File: config.mk
export PLATFORM = sky130hd
export DESIGN_NAME = nist_test_sequencer
export DESIGN_NICKNAME = d
export VERILOG_FILES = /design/src/rtl/nist_test_sequencer.sv
export SDC_FILE = /design/constraint.sdc
export NUM_CORES = 1
export LEC_CHECK = 0
export CAP_MARGIN = 10
export CORE_MARGIN = 4
export CORE_UTILIZATION = 33
export CTS_CLUSTER_DIAMETER = 40
export CTS_CLUSTER_SIZE = 40
export DETAILED_ROUTE_END_ITERATION = 16
export GPL_TIMING_DRIVEN = 0
export PLACE_DENSITY_LB_ADDON = 0.2
export SYNTH_ARGS = -nofsm -noshare
export SYNTH_HDL_FRONTEND = slang
export SYNTH_SLANG_ARGS = --single-unit
File: constraint.sdc
create_clock -name clk -period 4.9 [get_ports clk]
set_input_delay 0.98 -clock clk [delete_from_list [all_inputs] [get_ports clk]]
set_output_delay 0.98 -clock clk [all_outputs]
set_load 0.05 [all_outputs]
File: src/rtl/nist_test_sequencer.sv
// Campaign sequencer for the NIST SP 800-22 engines. It frames the random stream into
// fixed-length blocks, resets the engines between blocks and accumulates per-test fail counts.
module nist_test_sequencer #(
    parameter int unsigned BLOCK_LEN = 1024,
    parameter int unsigned NUM_TESTS = 4,
    parameter int unsigned RUNS_W    = 8,
    parameter int unsigned SETTLE    = 4,
    localparam int unsigned SEL_W    = (NUM_TESTS > 1) ? $clog2(NUM_TESTS) : 1
) (
    input  logic                 clk,
    input  logic                 rst_n,
    input  logic                 start,
    input  logic                 abort,
    input  logic [RUNS_W-1:0]    num_runs,
    input  logic                 rnd_in,
    input  logic [NUM_TESTS-1:0] err_in,
    input  logic [SEL_W-1:0]     sel,
    output logic                 eng_rstn,
    output logic                 eng_bit,
    output logic                 eng_valid,
    output logic                 busy,
    output logic                 done,
    output logic                 fail_any,
    output logic [RUNS_W-1:0]    run_cnt,
    output logic [RUNS_W-1:0]    fail_cnt
);

    localparam int unsigned CNT_MAX = (BLOCK_LEN > SETTLE) ? BLOCK_LEN : SETTLE;
    localparam int unsigned CNT_W   = $clog2(CNT_MAX);

    typedef enum logic [2:0] {
        S_IDLE,
        S_SETTLE,
        S_FEED,
        S_SAMPLE,
        S_DONE
    } state_e;

    state_e            state_q, state_d;
    logic [CNT_W-1:0]  cnt_q, cnt_d;
    logic [RUNS_W-1:0] num_runs_q, num_runs_d;
    logic [RUNS_W-1:0] run_cnt_q, run_cnt_d;
    logic [RUNS_W-1:0] fail_q [NUM_TESTS];
    logic [RUNS_W-1:0] fail_d [NUM_TESTS];
    logic              fail_any_q, fail_any_d;
    logic              eng_rstn_q, eng_bit_q, eng_valid_q, busy_q, done_q;

    always_comb begin
        state_d    = state_q;
        cnt_d      = cnt_q + 1'b1;
        num_runs_d = num_runs_q;
        run_cnt_d  = run_cnt_q;
        fail_d     = fail_q;
        fail_any_d = fail_any_q;

        unique case (state_q)
            S_IDLE: begin
                if (start) begin
                    state_d    = S_SETTLE;
                    num_runs_d = num_runs;
                    run_cnt_d  = '0;
                    fail_d     = '{default: '0};
                    fail_any_d = 1'b0;
                end
            end
            S_SETTLE: begin
                if (abort) begin
                    state_d = S_IDLE;
                end else if (cnt_q == CNT_W'(SETTLE - 1)) begin
                    state_d = S_FEED;
                end
            end
            S_FEED: begin
                if (abort) begin
                    state_d = S_IDLE;
                end else if (cnt_q == CNT_W'(BLOCK_LEN - 1)) begin
                    state_d = S_SAMPLE;
                end
            end
            S_SAMPLE: begin
                // abort wins over sampling: this block's flags are discarded
                if (abort) begin
                    state_d = S_IDLE;
                end else begin
                    for (int unsigned i = 0; i < NUM_TESTS; i++) begin
                        if (err_in[i] && (fail_q[i] != '1)) begin
                            fail_d[i] = fail_q[i] + 1'b1;
                        end
                    end
                    if (|err_in) begin
                        fail_any_d = 1'b1;
                    end
                    if (!((num_runs_q != '0) && (run_cnt_q == '1))) begin
                        run_cnt_d = run_cnt_q + 1'b1;
                    end
                    if ((num_runs_q != '0) && (run_cnt_d == num_runs_q)) begin
                        state_d = S_DONE;
                    end else begin
                        state_d = S_SETTLE;
                    end
                end
            end
            S_DONE: begin
                state_d = S_IDLE;
            end
            default: begin
                state_d = S_IDLE;
            end
        endcase

        // Every state entry restarts the shared settle/bit counter
        if (state_d != state_q) begin
            cnt_d = '0;
        end
    end

    always_ff @(posedge clk or negedge rst_n) begin
        if (!rst_n) begin
            state_q     <= S_IDLE;
            cnt_q       <= '0;
            num_runs_q  <= '0;
            run_cnt_q   <= '0;
            fail_q      <= '{default: '0};
            fail_any_q  <= 1'b0;
            eng_rstn_q  <= 1'b0;
            eng_bit_q   <= 1'b0;
            eng_valid_q <= 1'b0;
            busy_q      <= 1'b0;
            done_q      <= 1'b0;
        end else begin
            state_q     <= state_d;
            cnt_q       <= cnt_d;
            num_runs_q  <= num_runs_d;
            run_cnt_q   <= run_cnt_d;
            fail_q      <= fail_d;
            fail_any_q  <= fail_any_d;
            // Outputs registered from the next state so they align with the state they describe
            eng_rstn_q  <= (state_d == S_FEED) || (state_d == S_SAMPLE);
            eng_valid_q <= (state_d == S_FEED);
            eng_bit_q   <= (state_d == S_FEED) ? rnd_in : 1'b0;
            busy_q      <= (state_d != S_IDLE);
            done_q      <= (state_d == S_DONE);
        end
    end

    always_comb begin
        fail_cnt = '0;
        for (int unsigned i = 0; i < NUM_TESTS; i++) begin
            if (sel == SEL_W'(i)) begin
                fail_cnt = fail_q[i];
            end
        end
    end

    assign eng_rstn  = eng_rstn_q;
    assign eng_bit   = eng_bit_q;
    assign eng_valid = eng_valid_q;
    assign busy      = busy_q;
    assign done      = done_q;
    assign fail_any  = fail_any_q;
    assign run_cnt   = run_cnt_q;

endmodule

==> results.json <==
{
  "max-cap-violations": 0,
  "cts_tree": "yes",
  "die_h_um": 115.2,
  "holdBufCountCts": 0,
  "finalWirelength_um": 9146,
  "drtAntennaViolNets": 0,
  "powerDensity_nw_per_um2": 380.8,
  "start_kind": "primary input",
  "die_w_um": 115.2,
  "placementRows": 38,
  "avgSynthCellArea_um2": 9.668,
  "arrival_ps": 2770,
  "io_pins": 41,
  "yosysUniqueCellTypes": 58,
  "vias": 3057,
  "grt_util_all_layers_pct": 14.67,
  "clk_pin_slew_worst_paths_ps": 50,
  "drt_pass1_iterations": 4,
  "worstSkewPairLatency_ps": 330,
  "rsz0062_at_grt": "no",
  "final_hold_viol_count": 0,
  "viasPerCell": 5.235,
  "first_iter_violations": 109,
  "grt_pass1_wl_um": 15180,
  "path_cells": "clkbuf_1 > mux4_2 > clkdlybuf4s50_1",
  "syn_area_um2": 3790,
  "finalCritPeriodShare_pct": 76.52,
  "slowest_stage": "clkdlybuf4s50_1",
  "required_ps": 3920,
  "cts_made_buffers": 9,
  "ir_drop_mv": 0.1750,
  "cts.sinks": 67,
  "synth_edf_count": 0,
  "wl_per_cell_um": 15.66,
  "drv_slew": 0,
  "antenna_found_initial": 0,
  "fillCellCount": 1080,
  "postSynthCellCount": 392,
  "synth_warnings": 0,
  "tightest_slew_ps": 842.2,
  "grt_overflow_total": 0,
  "status": "completed",
  "crit_path_end_kind": "output port",
  "crit_type": "primary input to output port",
  "setup_viol": 0,
  "core_region_area_um2": 11030,
  "cts_resized": 0,
  "postSynth.asyncResetShare_pct": 100.0,
  "slew_headroom_pct": 43.86,
  "clock_skew_ps": 7.097,
  "drc_errors": 0,
  "grt_pass1_vias": 2936,
  "cts_setup_buffers": 0,
  "clock.fmax_ghz": 0.2667,
  "hp-class": "flip-flop to flip-flop",
  "p_leak_uw": 0.001984,
  "start_util_pct": 34.36,
  "final_layout_size_suffix_gt1_share_pct": 10.36,
  "cp_max_fo": 8,
  "die-area_um2": 13260,
  "slowest_delay_ps": 730,
  "synthesis.nets": 417,
  "nets": 465,
  "gp_congestion": 0.8093,
  "fin_crit_ps": 3749,
  "grt_max_degree": 68,
  "setup_tns_ps": 0,
  "synth_seq_cells": 67,
  "clockRootBuffer": "clkbuf_16",
  "io_buffers": 37,
  "hold_slack_ps": 502.4,
  "antenna_cells": 0,
  "cts_buffer_depth": 2,
  "hpwl_um": 6658,
  "ys.flop_type": "dfrtp_1",
  "syn_to_final_growth_pct": 22.12,
  "htree_levels": 3,
  "ys_seq_area_share_pct": 44.24
}
## metal layers
metal	GRT usage, %	share of wire, %	wire length (µm)	vias to the layer above
li1	-	-	-	1497
met1	20.85	48	4375	1481
met2	22.03	46	4186	66
met3	3.947	4.9	452	13
met4	4.225	1.4	132	0
met5	0	0	0	-
## registers in the layout, indices dropped and copies added, names as in the netlist, 3 cells and up
register / count
num_runs_q: 8
cnt_q: 10
fail_q: 32
run_cnt: 8
state_q: 3
## cells by family after synthesis
group | synth area share, %
muxes | 5.546
DFF | 44.24
buffers and inverters | 3.433
and+or+nand+nor | 25.62
AOI/OAI and AO/OA | 11.55
xor gates and xnor gates | 7.626
adders and majority gates | 1.981
## layout make-up
| type | count | area (µm²) | share of cell area [%] |
|---|---|---|---|
| repair buffers | 37 | 367.9 | 7.948 |
| multi-input cells | 297 | 1983 | 42.85 |
| clock buffers | 13 | 260.3 | 5.623 |
| well taps | 140 | 175.2 | 3.785 |
| clock inverters | 2 | 35.03 | 0.7570 |
| flip-flops and latches | 67 | 1677 | 36.23 |
| plain buffers | 22 | 107.6 | 2.325 |
| inverters | 6 | 22.52 | 0.4866 |
## power breakdown
part	leakage (µW)	internal (µW)	switching, µW
logic	0.000923	166	274
registers	0.000916	612	61.8
clock network	0.000146	418	229
## cell usage after synthesis, types with 7 or more instances
cell type | n | area, µm²
buf_2 | 7 | 35.03
a21oi_1 | 15 | 75.07
o21ai_0 | 19 | 95.09
nand4_1 | 9 | 56.30
dfrtp_1 | 67 | 1677
nand2_1 | 51 | 191.4
xor2_1 | 18 | 157.7
and3_1 | 9 | 56.30
clkbuf_1 | 12 | 45.04
xnor2_1 | 15 | 131.4
mux4_2 | 8 | 180.2
nor2_1 | 44 | 165.2
nand3_1 | 23 | 115.1
## path summary, 6_finish.rpt
path | start | end | slack, ps | depth (start not counted)
max | sel[0] | fail_cnt[4] | 1150 | 3
min | cnt_q[0] | cnt_q[0] | 500 | 1
max reg2reg | run_cnt[1] | state_q[2] | 2520 | 7
min reg2reg | cnt_q[0] | cnt_q[0] | 500 | 1
max in group asynchronous | rst_n | fail_q[7] | 3590 | 1
min in group asynchronous | rst_n | cnt_q[0] | 770 | 1
## stage by stage
stage               setup WS [ps]  util, %  power (µW)  cell area, µm²  instances
CTS                          1111    41.96        1783            4628        584
finish                       1151    41.96        1762            4628        584
global route                 1029    41.96        1865            4628        584
floorplan                    1819        -       987.9            3790        392
global placement            450.1    39.30        1118            4335        569
detailed placement           1125    39.28        1128            4333        569
## critical path, delay by kind of cell
| family | cells | cell delay (ps) |
|---|---|---|
| buffers and inverters | 2 | 1180 |
| multiplexers | 1 | 600 |
## layout by cell type (no fill, tap or decap), types with 4 or more instances in the layout
| master | count |
|---|---|
| clkdlybuf4s50_1 | 36 |
| o21ai_0 | 19 |
| nand3_1 | 23 |
| or3_1 | 5 |
| mux4_2 | 8 |
| inv_1 | 6 |
| buf_2 | 7 |
| clkbuf_1 | 14 |
| nor3_1 | 4 |
| a21oi_1 | 15 |
| xnor2_1 | 15 |
| xor2_1 | 18 |
| and3_1 | 9 |
| dfrtp_1 | 67 |
| a31oi_1 | 4 |
| nor2_1 | 44 |
| ha_1 | 6 |
| and4_1 | 4 |
| clkbuf_16 | 9 |
| nand2_1 | 51 |
| nand4_1 | 9 |
| nand2b_1 | 6 |
Note: power is estimated with default switching activity, not from simulation.
